<file path="config.mk">
export PLATFORM = sky130hd
export DESIGN_NAME = apb_master_flat
export DESIGN_NICKNAME = d
export VERILOG_FILES = /design/src/rtl/apb_pkg.sv /design/src/rtl/apb_master_if.sv /design/src/rtl/apb_wait_timer.sv /design/src/rtl/apb_master.sv /design/src/flat_wrapper.sv
export SDC_FILE = /design/constraint.sdc
export NUM_CORES = 1
export LEC_CHECK = 0
export ABC_CLOCK_PERIOD_IN_PS = 1850
export BUFFER_PORTS_ARGS = -buffer_cell sky130_fd_sc_hd__buf_2
export CORE_MARGIN = 8
export CORE_UTILIZATION = 44
export CTS_BUF_LIST = sky130_fd_sc_hd__clkbuf_4
export CTS_CLUSTER_SIZE = 8
export DETAILED_ROUTE_END_ITERATION = 10
export PLACE_DENSITY = 0.79
export SLEW_MARGIN = 20
export SYNTH_ARGS = -nofsm -noshare
export SYNTH_HDL_FRONTEND = slang
export SYNTH_SLANG_ARGS = --single-unit
</file>
<file path="constraint.sdc">
create_clock -name PCLK -period 1.85 [get_ports PCLK]
set_input_delay 0.4625 -clock PCLK [delete_from_list [all_inputs] [get_ports PCLK]]
set_output_delay 0.4625 -clock PCLK [all_outputs]
set_load 0.005 [all_outputs]
</file>
<file path="src/rtl/apb_pkg.sv">
// -----------------------------------------------------------------------------
// apb_pkg
// Shared definitions for the APB requester: FSM state encoding, the UART
// register map used by the attached peripheral, and a small width helper.
// No ports (package).
// -----------------------------------------------------------------------------
package apb_pkg;

    // Requester FSM states; exactly one transaction is in flight at a time.
    typedef enum logic [1:0] {
        ST_IDLE   = 2'd0,
        ST_SETUP  = 2'd1,
        ST_ACCESS = 2'd2,
        ST_RESP   = 2'd3
    } apb_state_e;

    // UART peripheral register offsets.
    localparam logic [7:0] REG_DATA = 8'h00;
    localparam logic [7:0] REG_CTRL = 8'h04;
    localparam logic [7:0] REG_STAT = 8'h08;
    localparam logic [7:0] REG_INT  = 8'h0C;

    // Width of a counter that must hold 0..timeout; never narrower than 1 bit
    // so a disabled timeout (0) still yields a legal vector.
    function automatic int cnt_width(input int timeout);
        int w;
        w = $clog2(timeout + 1);
        if (w < 1) begin
            return 1;
        end else begin
            return w;
        end
    endfunction

endpackage

</file>
<file path="src/rtl/apb_master_if.sv">
// -----------------------------------------------------------------------------
// apb_master_if
// Bundles the command/response handshake and the APB bus of the requester.
// Modports:
//   master : the apb_master block (drives cmd_ready, rsp_*, PADDR/PWRITE/
//            PWDATA/PSELx/PENABLE; receives cmd_*, rsp_ready, PRDATA/PREADY/
//            PSLVERR)
//   slave  : the environment (command source, response sink and APB completer)
// -----------------------------------------------------------------------------
interface apb_master_if #(
    parameter int ADDR_WIDTH = 4,
    parameter int DATA_WIDTH = 8
);
    // Command channel
    logic                  cmd_valid;
    logic                  cmd_ready;
    logic                  cmd_write;
    logic [ADDR_WIDTH-1:0] cmd_addr;
    logic [DATA_WIDTH-1:0] cmd_wdata;

    // Response channel
    logic                  rsp_valid;
    logic                  rsp_ready;
    logic [DATA_WIDTH-1:0] rsp_rdata;
    logic                  rsp_err;
    logic                  rsp_timeout;

    // APB bus
    logic [ADDR_WIDTH-1:0] PADDR;
    logic                  PWRITE;
    logic [DATA_WIDTH-1:0] PWDATA;
    logic                  PSELx;
    logic                  PENABLE;
    logic [DATA_WIDTH-1:0] PRDATA;
    logic                  PREADY;
    logic                  PSLVERR;

    modport master (
        input  cmd_valid, cmd_write, cmd_addr, cmd_wdata, rsp_ready,
        input  PRDATA, PREADY, PSLVERR,
        output cmd_ready, rsp_valid, rsp_rdata, rsp_err, rsp_timeout,
        output PADDR, PWRITE, PWDATA, PSELx, PENABLE
    );

    modport slave (
        output cmd_valid, cmd_write, cmd_addr, cmd_wdata, rsp_ready,
        output PRDATA, PREADY, PSLVERR,
        input  cmd_ready, rsp_valid, rsp_rdata, rsp_err, rsp_timeout,
        input  PADDR, PWRITE, PWDATA, PSELx, PENABLE
    );

endinterface

</file>
<file path="src/rtl/apb_wait_timer.sv">
// -----------------------------------------------------------------------------
// apb_wait_timer
// Counts ACCESS cycles in which the completer is not ready and flags the cycle
// in which the TIMEOUT-th such cycle occurs.
// Ports:
//   clk_i     : clock
//   rst_i     : synchronous active-high reset
//   clear_i   : restart the count (asserted on entry to SETUP)
//   enable_i  : a wait cycle is happening now (ACCESS with PREADY low)
//   expired_o : this wait cycle is the TIMEOUT-th one; never set if TIMEOUT=0
// -----------------------------------------------------------------------------
module apb_wait_timer
    import apb_pkg::*;
#(
    parameter int TIMEOUT = 16
) (
    input  logic clk_i,
    input  logic rst_i,
    input  logic clear_i,
    input  logic enable_i,
    output logic expired_o
);

    localparam int             CW         = cnt_width(TIMEOUT);
    localparam logic [CW-1:0]  CNT_MAX    = {CW{1'b1}};
    // Count value seen during the last permitted wait cycle.
    localparam logic [CW-1:0]  CNT_LAST   = (TIMEOUT > 0) ? CW'(TIMEOUT - 1) : {CW{1'b0}};
    localparam logic           TIMEOUT_EN = (TIMEOUT != 0);

    logic [CW-1:0] count_q;
    logic [CW-1:0] count_d;

    // Next count: clear wins, otherwise increment while waiting and saturate.
    always_comb begin
        count_d = count_q;
        if (clear_i) begin
            count_d = {CW{1'b0}};
        end else if (enable_i && (count_q != CNT_MAX)) begin
            count_d = count_q + CW'(1);
        end else begin
            count_d = count_q;
        end
    end

    // Count register.
    always_ff @(posedge clk_i) begin
        if (rst_i) begin
            count_q <= {CW{1'b0}};
        end else begin
            count_q <= count_d;
        end
    end

    assign expired_o = TIMEOUT_EN & enable_i & (count_q == CNT_LAST);

endmodule

</file>
<file path="src/rtl/apb_master.sv">
// -----------------------------------------------------------------------------
// apb_master
// Single-outstanding APB requester. A command accepted in IDLE is driven as
// SETUP then ACCESS; the completer response (or a wait timeout) is returned
// on the response channel and held until consumed.
// Ports:
//   PCLK   : clock, all logic on rising edge
//   PRESET : synchronous active-high reset
//   bus    : apb_master_if.master (command, response and APB signals)
// Every output is a flop; control outputs are registered from the next state.
// -----------------------------------------------------------------------------
module apb_master
    import apb_pkg::*;
#(
    parameter int ADDR_WIDTH = 4,
    parameter int DATA_WIDTH = 8,
    parameter int TIMEOUT    = 16
) (
    input  logic          PCLK,
    input  logic          PRESET,
    apb_master_if.master  bus
);

    apb_state_e            state_q, state_d;
    logic [ADDR_WIDTH-1:0] paddr_q, paddr_d;
    logic                  pwrite_q, pwrite_d;
    logic [DATA_WIDTH-1:0] pwdata_q, pwdata_d;
    logic                  psel_q, psel_d;
    logic                  penable_q, penable_d;
    logic                  cmd_ready_q, cmd_ready_d;
    logic                  rsp_valid_q, rsp_valid_d;
    logic [DATA_WIDTH-1:0] rsp_rdata_q, rsp_rdata_d;
    logic                  rsp_err_q, rsp_err_d;
    logic                  rsp_timeout_q, rsp_timeout_d;

    logic timer_clear_s;
    logic timer_en_s;
    logic timer_expired_s;

    assign timer_clear_s = (state_q == ST_IDLE) & bus.cmd_valid;
    assign timer_en_s    = (state_q == ST_ACCESS) & ~bus.PREADY;

    apb_wait_timer #(
        .TIMEOUT (TIMEOUT)
    ) u_wait_timer (
        .clk_i     (PCLK),
        .rst_i     (PRESET),
        .clear_i   (timer_clear_s),
        .enable_i  (timer_en_s),
        .expired_o (timer_expired_s)
    );

    // State and output registers.
    always_ff @(posedge PCLK) begin
        if (PRESET) begin
            state_q       <= ST_IDLE;
            paddr_q       <= {ADDR_WIDTH{1'b0}};
            pwrite_q      <= 1'b0;
            pwdata_q      <= {DATA_WIDTH{1'b0}};
            psel_q        <= 1'b0;
            penable_q     <= 1'b0;
            cmd_ready_q   <= 1'b1;
            rsp_valid_q   <= 1'b0;
            rsp_rdata_q   <= {DATA_WIDTH{1'b0}};
            rsp_err_q     <= 1'b0;
            rsp_timeout_q <= 1'b0;
        end else begin
            state_q       <= state_d;
            paddr_q       <= paddr_d;
            pwrite_q      <= pwrite_d;
            pwdata_q      <= pwdata_d;
            psel_q        <= psel_d;
            penable_q     <= penable_d;
            cmd_ready_q   <= cmd_ready_d;
            rsp_valid_q   <= rsp_valid_d;
            rsp_rdata_q   <= rsp_rdata_d;
            rsp_err_q     <= rsp_err_d;
            rsp_timeout_q <= rsp_timeout_d;
        end
    end

    // Next-state logic; PREADY is only looked at in ACCESS.
    always_comb begin
        state_d = state_q;
        case (state_q)
            ST_IDLE: begin
                if (bus.cmd_valid) begin
                    state_d = ST_SETUP;
                end else begin
                    state_d = ST_IDLE;
                end
            end
            ST_SETUP: begin
                state_d = ST_ACCESS;
            end
            ST_ACCESS: begin
                if (bus.PREADY || timer_expired_s) begin
                    state_d = ST_RESP;
                end else begin
                    state_d = ST_ACCESS;
                end
            end
            ST_RESP: begin
                if (bus.rsp_ready) begin
                    state_d = ST_IDLE;
                end else begin
                    state_d = ST_RESP;
                end
            end
            default: begin
                state_d = ST_IDLE;
            end
        endcase
    end

    // Output logic: control flags follow the next state, bus address/data are
    // captured on acceptance and the response is captured on ACCESS exit.
    always_comb begin
        psel_d        = (state_d == ST_SETUP) | (state_d == ST_ACCESS);
        penable_d     = (state_d == ST_ACCESS);
        cmd_ready_d   = (state_d == ST_IDLE);
        rsp_valid_d   = (state_d == ST_RESP);
        paddr_d       = paddr_q;
        pwrite_d      = pwrite_q;
        pwdata_d      = pwdata_q;
        rsp_rdata_d   = rsp_rdata_q;
        rsp_err_d     = rsp_err_q;
        rsp_timeout_d = rsp_timeout_q;
        case (state_q)
            ST_IDLE: begin
                if (bus.cmd_valid) begin
                    paddr_d  = bus.cmd_addr;
                    pwrite_d = bus.cmd_write;
                    pwdata_d = bus.cmd_write ? bus.cmd_wdata : {DATA_WIDTH{1'b0}};
                end else begin
                    paddr_d  = paddr_q;
                    pwrite_d = pwrite_q;
                    pwdata_d = pwdata_q;
                end
            end
            ST_ACCESS: begin
                if (bus.PREADY) begin
                    rsp_rdata_d   = pwrite_q ? {DATA_WIDTH{1'b0}} : bus.PRDATA;
                    rsp_err_d     = bus.PSLVERR;
                    rsp_timeout_d = 1'b0;
                end else if (timer_expired_s) begin
                    rsp_rdata_d   = {DATA_WIDTH{1'b0}};
                    rsp_err_d     = 1'b1;
                    rsp_timeout_d = 1'b1;
                end else begin
                    rsp_rdata_d   = rsp_rdata_q;
                    rsp_err_d     = rsp_err_q;
                    rsp_timeout_d = rsp_timeout_q;
                end
            end
            default: begin
                paddr_d = paddr_q;
            end
        endcase
    end

    assign bus.PADDR       = paddr_q;
    assign bus.PWRITE      = pwrite_q;
    assign bus.PWDATA      = pwdata_q;
    assign bus.PSELx       = psel_q;
    assign bus.PENABLE     = penable_q;
    assign bus.cmd_ready   = cmd_ready_q;
    assign bus.rsp_valid   = rsp_valid_q;
    assign bus.rsp_rdata   = rsp_rdata_q;
    assign bus.rsp_err     = rsp_err_q;
    assign bus.rsp_timeout = rsp_timeout_q;

endmodule

</file>
<file path="src/flat_wrapper.sv">
// flat-port wrapper written by rule: the top's interface ports become plain ports
module apb_master_flat import apb_pkg::*;
#(
    parameter int ADDR_WIDTH = 4,
    parameter int DATA_WIDTH = 8,
    parameter int TIMEOUT    = 16
)
  (PCLK, PRESET, bus_cmd_valid, bus_cmd_write, bus_cmd_addr, bus_cmd_wdata, bus_rsp_ready, bus_PRDATA, bus_PREADY, bus_PSLVERR, bus_cmd_ready, bus_rsp_valid, bus_rsp_rdata, bus_rsp_err, bus_rsp_timeout, bus_PADDR, bus_PWRITE, bus_PWDATA, bus_PSELx, bus_PENABLE);
  apb_master_if #(.ADDR_WIDTH(ADDR_WIDTH), .DATA_WIDTH(DATA_WIDTH)) bus_i ();
  input  logic PCLK;
  input  logic PRESET;
  input wire logic [$bits(bus_i.cmd_valid)-1:0] bus_cmd_valid;
  input wire logic [$bits(bus_i.cmd_write)-1:0] bus_cmd_write;
  input wire logic [$bits(bus_i.cmd_addr)-1:0] bus_cmd_addr;
  input wire logic [$bits(bus_i.cmd_wdata)-1:0] bus_cmd_wdata;
  input wire logic [$bits(bus_i.rsp_ready)-1:0] bus_rsp_ready;
  input wire logic [$bits(bus_i.PRDATA)-1:0] bus_PRDATA;
  input wire logic [$bits(bus_i.PREADY)-1:0] bus_PREADY;
  input wire logic [$bits(bus_i.PSLVERR)-1:0] bus_PSLVERR;
  output wire logic [$bits(bus_i.cmd_ready)-1:0] bus_cmd_ready;
  output wire logic [$bits(bus_i.rsp_valid)-1:0] bus_rsp_valid;
  output wire logic [$bits(bus_i.rsp_rdata)-1:0] bus_rsp_rdata;
  output wire logic [$bits(bus_i.rsp_err)-1:0] bus_rsp_err;
  output wire logic [$bits(bus_i.rsp_timeout)-1:0] bus_rsp_timeout;
  output wire logic [$bits(bus_i.PADDR)-1:0] bus_PADDR;
  output wire logic [$bits(bus_i.PWRITE)-1:0] bus_PWRITE;
  output wire logic [$bits(bus_i.PWDATA)-1:0] bus_PWDATA;
  output wire logic [$bits(bus_i.PSELx)-1:0] bus_PSELx;
  output wire logic [$bits(bus_i.PENABLE)-1:0] bus_PENABLE;
  assign bus_i.cmd_valid = bus_cmd_valid;
  assign bus_i.cmd_write = bus_cmd_write;
  assign bus_i.cmd_addr = bus_cmd_addr;
  assign bus_i.cmd_wdata = bus_cmd_wdata;
  assign bus_i.rsp_ready = bus_rsp_ready;
  assign bus_i.PRDATA = bus_PRDATA;
  assign bus_i.PREADY = bus_PREADY;
  assign bus_i.PSLVERR = bus_PSLVERR;
  assign bus_cmd_ready = bus_i.cmd_ready;
  assign bus_rsp_valid = bus_i.rsp_valid;
  assign bus_rsp_rdata = bus_i.rsp_rdata;
  assign bus_rsp_err = bus_i.rsp_err;
  assign bus_rsp_timeout = bus_i.rsp_timeout;
  assign bus_PADDR = bus_i.PADDR;
  assign bus_PWRITE = bus_i.PWRITE;
  assign bus_PWDATA = bus_i.PWDATA;
  assign bus_PSELx = bus_i.PSELx;
  assign bus_PENABLE = bus_i.PENABLE;
  apb_master #(.ADDR_WIDTH(ADDR_WIDTH), .DATA_WIDTH(DATA_WIDTH), .TIMEOUT(TIMEOUT)) u_core (.PCLK(PCLK), .PRESET(PRESET), .bus(bus_i));
endmodule
</file>
==> results.json, run 1 <==
{
  "rows": 20,
  "numClockSinks": 34,
  "grt_antenna_before_repair": 0,
  "start_util_pct": 45.0,
  "min_from": "bus_cmd_wdata[3]",
  "finalCritPeriodShare_pct": 102,
  "clk_latency_ns": 0.33,
  "antennaDiodeCount": 0,
  "synth_top_area_share_pct": 51.2,
  "wirelength_mm": 3.38,
  "reg2reg_depth": 6,
  "powerDensity_nw_per_um2": 780,
  "grt_pass1_vias": 1286,
  "rsz0062_at_grt": "yes",
  "regToRegSetupSlack_ns": -0.03,
  "worstMarginPinSlew_ns": 0.564,
  "synthesis.area_um2": 1330,
  "first_pass_iters": 4,
  "drt_iter0_drc": 75,
  "grt_max_degree": 17,
  "cp.arrival_ns": 2.15,
  "p_leak_nw": 0.830,
  "synth_most_common_cell": "dfxtp_1",
  "port_buffers": 53,
  "cp_num_buf_inv": 0,
  "h-tree-depth": 2,
  "die_w_um": 71.0,
  "synthesis.nets": 165,
  "wl_per_cell_um": 14.7,
  "layout_setup_ws_ns": -0.0331,
  "cp_cell_sequence": "ha_4 -> and3_4 -> ha_2 -> or4b_4 -> or3_4 -> a21oi_2",
  "gr-total-overflow": 0,
  "critical_path_class": "flip-flop to flip-flop",
  "clockBufferDepth": 2,
  "postLayoutCellArea_um2": 1820,
  "skew_ns": 0.00754,
  "seq_area_frac_synth_pct": 51.2,
  "num_vias": 1202,
  "status": "finished, violations left",
  "drive_above_1_share_pct": 44.2,
  "cts_tree": "built",
  "layout_min_cycle_time_ns": 1.88,
  "fmax_mhz": 531,
  "areaGrowthSynthToFinish_pct": 37.2,
  "rr_startpoint": "u_core.u_wait_timer.count_q[1]$_SDFFE_PP0P_",
  "dp_hpwl_mm": 2.46,
  "critical_path_required_ns": 2.12,
  "syn_area_per_cell_um2": 10.1,
  "die-area_um2": 5030,
  "cp-start-kind": "flip-flop",
  "synth_top_area_cell": "dfxtp_1",
  "clkTransAtPathRegs_ns": 0.09,
  "synth_cell_types": 29,
  "regToRegEndpoint": "u_core.u_wait_timer.count_q[2]$_SDFFE_PP0P_",
  "critPathMaxStageDelay_ns": 0.50,
  "layout.nets": 229,
  "grt_pass1_wl_mm": 5.62,
  "maxCapViolCount": 0,
  "die_y_um": 71.0,
  "worstPathMaxFanout": 3,
  "vias_per_cell": 5.23,
  "synth_seq_cells": 34,
  "min_to": "u_core.bus.PWDATA[3]$_SDFFE_PP0P_",
  "synth_edf_count": 0,
  "holdPathStages": 2,
  "postLayoutCoreUtil_pct": 61.7,
  "violations": "negative setup slack",
  "synthArstFlopShare_pct": 0,
  "synth_flop_cell": "dfxtp_1",
  "synth_common_cells": "dfxtp_1 (34), a21oi_1 (12), nor2_1 (11), o21ai_0 (11)",
  "hold_path_class": "primary input to flip-flop",
  "ys_top_cells_by_area": "dfxtp_1 (51%), ha_1 (5.6%), a22o_1 (5.3%)",
  "critPathTopFamily": "simple AND/OR/NAND/NOR gates",
  "drt.antenna.violating_nets": 0,
  "setup_viol": 4,
  "placed_area_um2": 1700,
  "finalMaxSlewViolations": 0,
  "ir_drop_v": 0.000592,
  "synth_cells": 132,
  "cts_made_buffers": 5,
  "cpMaxStageDelayCell": "or4b_4",
  "root_buffer": "clkbuf_4",
  "drcViolationCount": 0,
  "slew_headroom_pct": 62.2,
  "hold_viol_final": 0,
  "crit_path_end_kind": "flip-flop",
  "gp_congestion": 0.744,
  "grt_use_total_pct": 13.6,
  "io_pins": 54,
  "core_area_um2": 2950,
  "ys_warn_count": 0
}
registers in the layout, indices dropped and copies added (netlist names):
register                     count
u_core.bus.rsp_rdata             8
u_core.bus.PWRITE                1
u_core.u_wait_timer.count_q      5
u_core.bus.PWDATA                8
u_core.bus.PADDR                 4
u_core.bus.rsp_timeout           1
u_core.bus.PENABLE               1
u_core.bus.rsp_valid             1
u_core.bus.rsp_err               1
u_core.state_q                   2
u_core.bus.cmd_ready             1
u_core.bus.PSELx                 1
placed cells by master (no fill, tap or decap), types with 2 or more instances in the layout:
cell,synthesis,final
dfxtp_2,0,2
o21ai_0,11,10
a21oi_1,12,11
nand3_1,2,2
inv_1,5,5
or3_4,0,2
a22o_1,8,8
buf_4,0,9
buf_2,1,53
ha_4,0,3
nor2b_1,3,2
or2_2,2,2
nand4b_1,8,8
nand2_1,3,3
ha_2,0,2
mux2i_1,4,4
nor2_1,11,11
clkbuf_4,0,6
a211oi_1,2,2
dfxtp_1,34,32
routing by layer:
| metal | vias up | global-route usage (%) | routed length [µm] |
|---|---|---|---|
| met5 | - | 0 | 0 |
| met4 | 0 | 6.24 | 57 |
| met3 | 8 | 5.37 | 240 |
| met2 | 42 | 23.0 | 1660 |
| met1 | 552 | 14.7 | 1410 |
| li1 | 600 | - | - |
area by class of cell:
type | instances | area (µm²)
Sequential cell | 34 | 683
Tap cell | 33 | 41.3
Clock inverter | 2 | 8.76
Fill cell | 253 | 1130
Multi-Input combinational cell | 87 | 682
Inverter | 5 | 18.8
Clock buffer | 6 | 45.0
Timing Repair Buffer | 63 | 344
how the worst max path moves through the flow:
stage                                                      startpoint                                           to  slack, ns  cells after the start
after floorplan           u_core.u_wait_timer.count_q[1]$_SDFFE_PP0P_                  u_core.bus.PSELx$_SDFF_PP0_     -0.004                      7
after global placement    u_core.u_wait_timer.count_q[1]$_SDFFE_PP0P_                  u_core.bus.PSELx$_SDFF_PP0_      0.007                      7
after detailed placement  u_core.u_wait_timer.count_q[1]$_SDFFE_PP0P_              u_core.bus.rsp_valid$_SDFF_PP0_      -0.06                      8
after CTS                 u_core.u_wait_timer.count_q[1]$_SDFFE_PP0P_  u_core.u_wait_timer.count_q[2]$_SDFFE_PP0P_      -0.05                      6
after global routing      u_core.u_wait_timer.count_q[0]$_SDFFE_PP0P_  u_core.u_wait_timer.count_q[3]$_SDFFE_PP0P_      -0.07                      7
final                     u_core.u_wait_timer.count_q[1]$_SDFFE_PP0P_  u_core.u_wait_timer.count_q[2]$_SDFFE_PP0P_      -0.03                      6
repair_timing:
action / in CTS / in global routing
hold buffers: 0 / 0
endpoints found under the setup margin: 4 / 5
gates resized for setup: 6 / 7
pin swaps: 5 / 3
setup buffers: 1 / 0
through the flow:
| stage | worst slack (ns) | hold slack [ns] | setup TNS (ns) | cells | power, W |
|---|---|---|---|---|---|
| floorplan | -0.00413 | 0.455 | -0.00413 | 132 | 0.000932 |
| global placement | 0.00712 | 0.441 | 0 | 221 | 0.00102 |
| detailed placement | -0.0586 | 0.454 | -0.144 | 221 | 0.00103 |
| CTS | -0.0475 | 0.329 | -0.0785 | 230 | 0.00143 |
| global route | -0.0724 | 0.332 | -0.225 | 230 | 0.00151 |
| finish | -0.0331 | 0.342 | -0.0881 | 230 | 0.00142 |
where the power goes:
group | switching [W] | internal (W) | total [W]
clock network | 0.000235 | 0.000157 | 0.000392
logic | 0.000113 | 0.000119 | 0.000232
registers | 0.0000266 | 0.000771 | 0.000798
total | 0.000374 | 0.00105 | 0.00142
logic make-up after synthesis:
group / after synthesis / share of synthesized area, %
mux: 4 / 3.01
simple gates: 39 / 18.6
flops: 34 / 51.2
buf+inv: 11 / 3.77
compound gates: 37 / 17.1
xor+xnor: 1 / 0.659
fa+ha+maj: 6 / 5.65
Note: power is estimated with default switching activity, not from simulation.
==> run 2, diff against run 1 <==
PLACE_DENSITY = 0.82   (was 0.79)
SKIP_CTS_REPAIR_TIMING = 1   (was not set)
==> results.json, run 2 (synthesized netlist as in run 1, its figures left out) <==
{
  "setup_viol": 3,
  "rsz0062_at_grt": "yes",
  "cp-start-kind": "flip-flop",
  "mostFrequentLayoutCells": "buf_2 (53), dfxtp_1 (33), a21oi_1 (12), o21ai_0 (11), nor2_1 (11)",
  "cpMaxStageDelayCell": "dfxtp_2",
  "drt_iter0_drc": 64,
  "combPwrFrac_pct": 14.0,
  "numClockSinks": 34,
  "gr-total-overflow": 0,
  "root_buffer": "clkbuf_4",
  "fmax_mhz": 536,
  "slew_headroom_pct": 64.8,
  "drcViolationCount": 0,
  "critPathMaxStageDelay_ns": 0.33,
  "clkPwrFrac_pct": 33.4,
  "p_int_w": 0.00115,
  "regToRegSetupSlack_ns": -0.02,
  "start_util_pct": 45.0,
  "cts_tree": "built",
  "hold_path_class": "primary input to flip-flop",
  "violations": "negative setup slack",
  "finalCritPeriodShare_pct": 101,
  "finalPower_w": 0.00152,
  "die_w_um": 71.0,
  "drive_above_1_share_pct": 41.0,
  "die_y_um": 71.0,
  "clk_latency_ns": 0.33,
  "grt_pass1_wl_mm": 5.46,
  "areaGrowthSynthToFinish_pct": 33.7,
  "clockBufferDepth": 2,
  "first_pass_iters": 4,
  "antennaDiodeCount": 0,
  "vias_per_cell": 5.24,
  "pwr-share-seq_pct": 52.6,
  "h-tree-depth": 2,
  "netSwitchingFraction_pct": 23.8,
  "worstPathMaxFanout": 4,
  "layout.nets": 228,
  "critical_path_required_ns": 2.08,
  "wirelength_mm": 3.12,
  "gp_congestion": 0.749,
  "p_sw_w": 0.000362,
  "worstMarginPinSlew_ns": 0.526,
  "dpl.cell_count": 220,
  "rows": 20,
  "postLayoutCoreUtil_pct": 60.2,
  "wl_per_cell_um": 13.7,
  "grt_antenna_before_repair": 0,
  "layout_min_cycle_time_ns": 1.87,
  "dp_hpwl_mm": 2.41,
  "skew_ns": 0.0130,
  "layout_setup_ws_ns": -0.0151,
  "status": "finished, violations left",
  "p_leak_nw": 0.825,
  "io_pins": 54,
  "grt_pass1_vias": 1265,
  "cp.arrival_ns": 2.09,
  "hold_viol_final": 0,
  "ir_drop_v": 0.000568,
  "powerDensity_nw_per_um2": 853,
  "layout_commonest_cell": "buf_2",
  "port_buffers": 53,
  "critical_path_class": "flip-flop to flip-flop",
  "crit_path_end_kind": "flip-flop",
  "final_cell_count_no_fill": 228,
  "clkTransAtPathRegs_ns": 0.10,
  "critPathTopFamily": "simple AND/OR/NAND/NOR gates",
  "cp_num_buf_inv": 0,
  "core_area_um2": 2950,
  "maxCapViolCount": 0,
  "cp_cell_sequence": "ha_2 -> and3_4 -> ha_2 -> or3_4 -> a31oi_4 -> ha_1 -> nor2b_1",
  "grt_max_degree": 17,
  "cts_made_buffers": 5,
  "finalMaxSlewViolations": 0,
  "num_vias": 1195,
  "drt.antenna.violating_nets": 0,
  "postLayoutCellArea_um2": 1780,
  "path_common_cell": "ha_2",
  "pre_cts_slack_ns": -0.0430,
  "grt_use_total_pct": 13.5,
  "placed_area_um2": 1690,
  "die-area_um2": 5030
}
## run 2: path summary, 6_finish.rpt
path / from / end / cells past startpoint
hold reg to reg: u_core.bus.rsp_err$_SDFFE_PP0P_ / u_core.bus.rsp_err$_SDFFE_PP0P_ / 1
setup reg to reg: u_core.u_wait_timer.count_q[1]$_SDFFE_PP0P_ / u_core.bus.PSELx$_SDFF_PP0_ / 7
hold / removal: bus_cmd_wdata[1] / u_core.bus.PWDATA[1]$_SDFFE_PP0P_ / 2
setup / recovery: u_core.u_wait_timer.count_q[1]$_SDFFE_PP0P_ / u_core.bus.PSELx$_SDFF_PP0_ / 7
## run 2: area by class of cell
cell class	count	area, µm²
sequential	34	682
clock inverter	2	33.8
tap	33	41.3
fill	258	1180
multi-input combinational	87	631
clock buffer	5	37.5
inverter	5	18.8
timing repair buffer	62	333
## run 2: through the flow
step | hold WS (ns) | setup TNS, ns
after CTS | 0.319 | -0.169
after floorplan | 0.455 | -0.00413
after detailed placement | 0.455 | -0.0976
after global routing | 0.320 | -0.304
after global placement | 0.443 | 0
final | 0.338 | -0.0415
## run 2: worst register-to-register path, cell delays in order (launching register included)
cell and delay (ns):
dfxtp_2 0.33, ha_2 0.17, and3_4 0.18, ha_2 0.17
or3_4 0.33, a31oi_4 0.21, ha_1 0.26, nor2b_1 0.13
## run 2: power groups by stage
stage / sequential, W / clock (W) / combinational, W
global route: 0.000804 / 0.000551 / 0.000239
global placement: 0.000812 / 0 / 0.000202
detailed placement: 0.000814 / 0 / 0.000210
floorplan: 0.000812 / 0 / 0.000119
CTS: 0.000797 / 0.000524 / 0.000211
finish: 0.000797 / 0.000506 / 0.000213
## run 2: per-layer routing
layer,global-route usage (%),vias up,wire (µm)
met2,22.2,45,1480
li1,-,598,-
met4,4.85,0,37
met3,7.91,4,293
met1,13.8,548,1300
met5,0,-,0
==> run 3, diff against run 2 <==
PLACE_DENSITY = not set   (was 0.82)
PLACE_DENSITY_LB_ADDON = 0.25   (was not set)
==> results.json, run 3 (synthesized netlist as in run 1, its figures left out) <==
{
  "critPathMaxStageDelay_ns": 0.35,
  "drive_above_1_share_pct": 44.2,
  "die-area_um2": 5030,
  "grt_pass1_wl_mm": 5.09,
  "h-tree-depth": 2,
  "fmax_mhz": 525,
  "port_buffers": 53,
  "seq_area_um2": 683,
  "rows": 20,
  "crit_path_end_kind": "flip-flop",
  "reg2reg_depth": 7,
  "hold_path_class": "primary input to flip-flop",
  "finalMaxSlewViolations": 0,
  "cts_made_buffers": 5,
  "wl_per_cell_um": 14.1,
  "placed_area_um2": 1700,
  "worstPathMaxFanout": 3,
  "gp_congestion": 0.773,
  "layout_min_cycle_time_ns": 1.90,
  "slew_headroom_pct": 61.6,
  "first_pass_iters": 4,
  "drcViolationCount": 0,
  "drt.antenna.violating_nets": 0,
  "fillers": 268,
  "multi_input_area_um2": 678,
  "core_area_um2": 2950,
  "ir_drop_v": 0.000405,
  "clockBufferDepth": 2,
  "io_pins": 54,
  "status": "finished, violations left",
  "hold_ws_ns": 0.359,
  "wirelength_mm": 3.24,
  "holdPathStages": 2,
  "maxCapViolCount": 0,
  "clkTransAtPathRegs_ns": 0.09,
  "hold_viol_final": 0,
  "regToRegSetupSlack_ns": -0.05,
  "layout.nets": 230,
  "grt_max_degree": 24,
  "cts_tree": "built",
  "setup_viol": 4,
  "mostFrequentLayoutCells": "buf_2 (53), dfxtp_1 (32), a21oi_1 (12), nor2_1 (11)",
  "layout_setup_ws_ns": -0.0535,
  "num_vias": 1192,
  "dp_hpwl_mm": 2.47,
  "rsz0062_at_grt": "yes",
  "violations": "negative setup slack",
  "grt_use_total_pct": 12.6,
  "grt_antenna_before_repair": 0,
  "numClockSinks": 34,
  "p_leak_nw": 0.830,
  "worstMarginPinSlew_ns": 0.570,
  "critical_path_class": "flip-flop to flip-flop",
  "areaGrowthSynthToFinish_pct": 37.4,
  "layout_commonest_cell": "buf_2",
  "die_y_um": 71.0,
  "finalCritPeriodShare_pct": 103,
  "cp_cell_sequence": "ha_4 -> and3_4 -> ha_4 -> or3_4 -> a31oi_4 -> ha_4 -> nor2b_1",
  "cpMaxStageDelayCell": "dfxtp_2",
  "cp.arrival_ns": 2.10,
  "path_common_cell": "ha_4",
  "skew_ns": 0.00644,
  "critical_path_required_ns": 2.04,
  "antennaDiodeCount": 0,
  "drt_iter0_drc": 70,
  "powerDensity_nw_per_um2": 779,
  "grt_pass1_vias": 1148,
  "start_util_pct": 45.0,
  "cp-start-kind": "flip-flop",
  "die_w_um": 71.0,
  "gr-total-overflow": 0,
  "clk_latency_ns": 0.32,
  "root_buffer": "clkbuf_4",
  "vias_per_cell": 5.18,
  "postLayoutCellArea_um2": 1830
}
[run 3: cell types whose count changed in the layout (fill, tap and decap cells not counted), sizes merged]
cell,before,now
buf,62,64
clkinv,1,0
bufinv,1,0
clkbuf,5,7
[run 3: worst paths after layout]
check,to,startpoint
hold reg to reg,u_core.bus.rsp_err$_SDFFE_PP0P_,u_core.bus.rsp_err$_SDFFE_PP0P_
hold / removal,u_core.bus.PWDATA[0]$_SDFFE_PP0P_,bus_cmd_wdata[0]
setup reg to reg,u_core.bus.PSELx$_SDFF_PP0_,u_core.u_wait_timer.count_q[1]$_SDFFE_PP0P_
setup / recovery,u_core.bus.PSELx$_SDFF_PP0_,u_core.u_wait_timer.count_q[1]$_SDFFE_PP0P_
[run 3: final cells by class]
cell class / count / area share, %
clock buffers: 7 / 2.88
inverters: 5 / 1.03
flip-flops and latches: 34 / 37.4
well taps: 33 / 2.26
repair buffers: 64 / 19.3
multi-input cells: 87 / 37.1
[run 3: critical path: cells and delay by family (launching register included)]
kind / cells / cell delay (ns)
AOI/OAI and AO/OA: 1 / 0.24
adders and majority gates: 3 / 0.54
DFF: 1 / 0.35
and+or+nand+nor: 3 / 0.65
[run 3: routing by layer]
metal	part of all wire, %	wire [µm]	GRT usage, %	up-vias
met1	43	1400	13.7	549
met3	6.8	221	4.94	5
met4	1.3	41	7.62	0
li1	-	-	-	603
met5	0	0	0	-
met2	49	1580	20.2	35
[run 3: per-stage QoR]
stage          setup TNS [ns]  cells  utilization, %  setup WS, ns  power (W)
6_report               -0.133    230            61.8       -0.0535    0.00142
5_1_grt                -0.416    230            61.8        -0.106    0.00149
4_1_cts                -0.212    228            59.4       -0.0641    0.00142
3_5_place_dp           -0.148    221            57.6       -0.0565    0.00103
3_3_place_gp                0    221            57.6        0.0193    0.00102
2_1_floorplan        -0.00413    132               -      -0.00413   0.000932
[run 3: report_power, final]
| part | internal (W) | switching, W | leakage [nW] |
|---|---|---|---|
| sequential | 0.000771 | 0.0000269 | 0.278 |
| clock | 0.000173 | 0.000217 | 0.0322 |
| combinational | 0.000121 | 0.000115 | 0.520 |
| total | 0.00106 | 0.000358 | 0.830 |
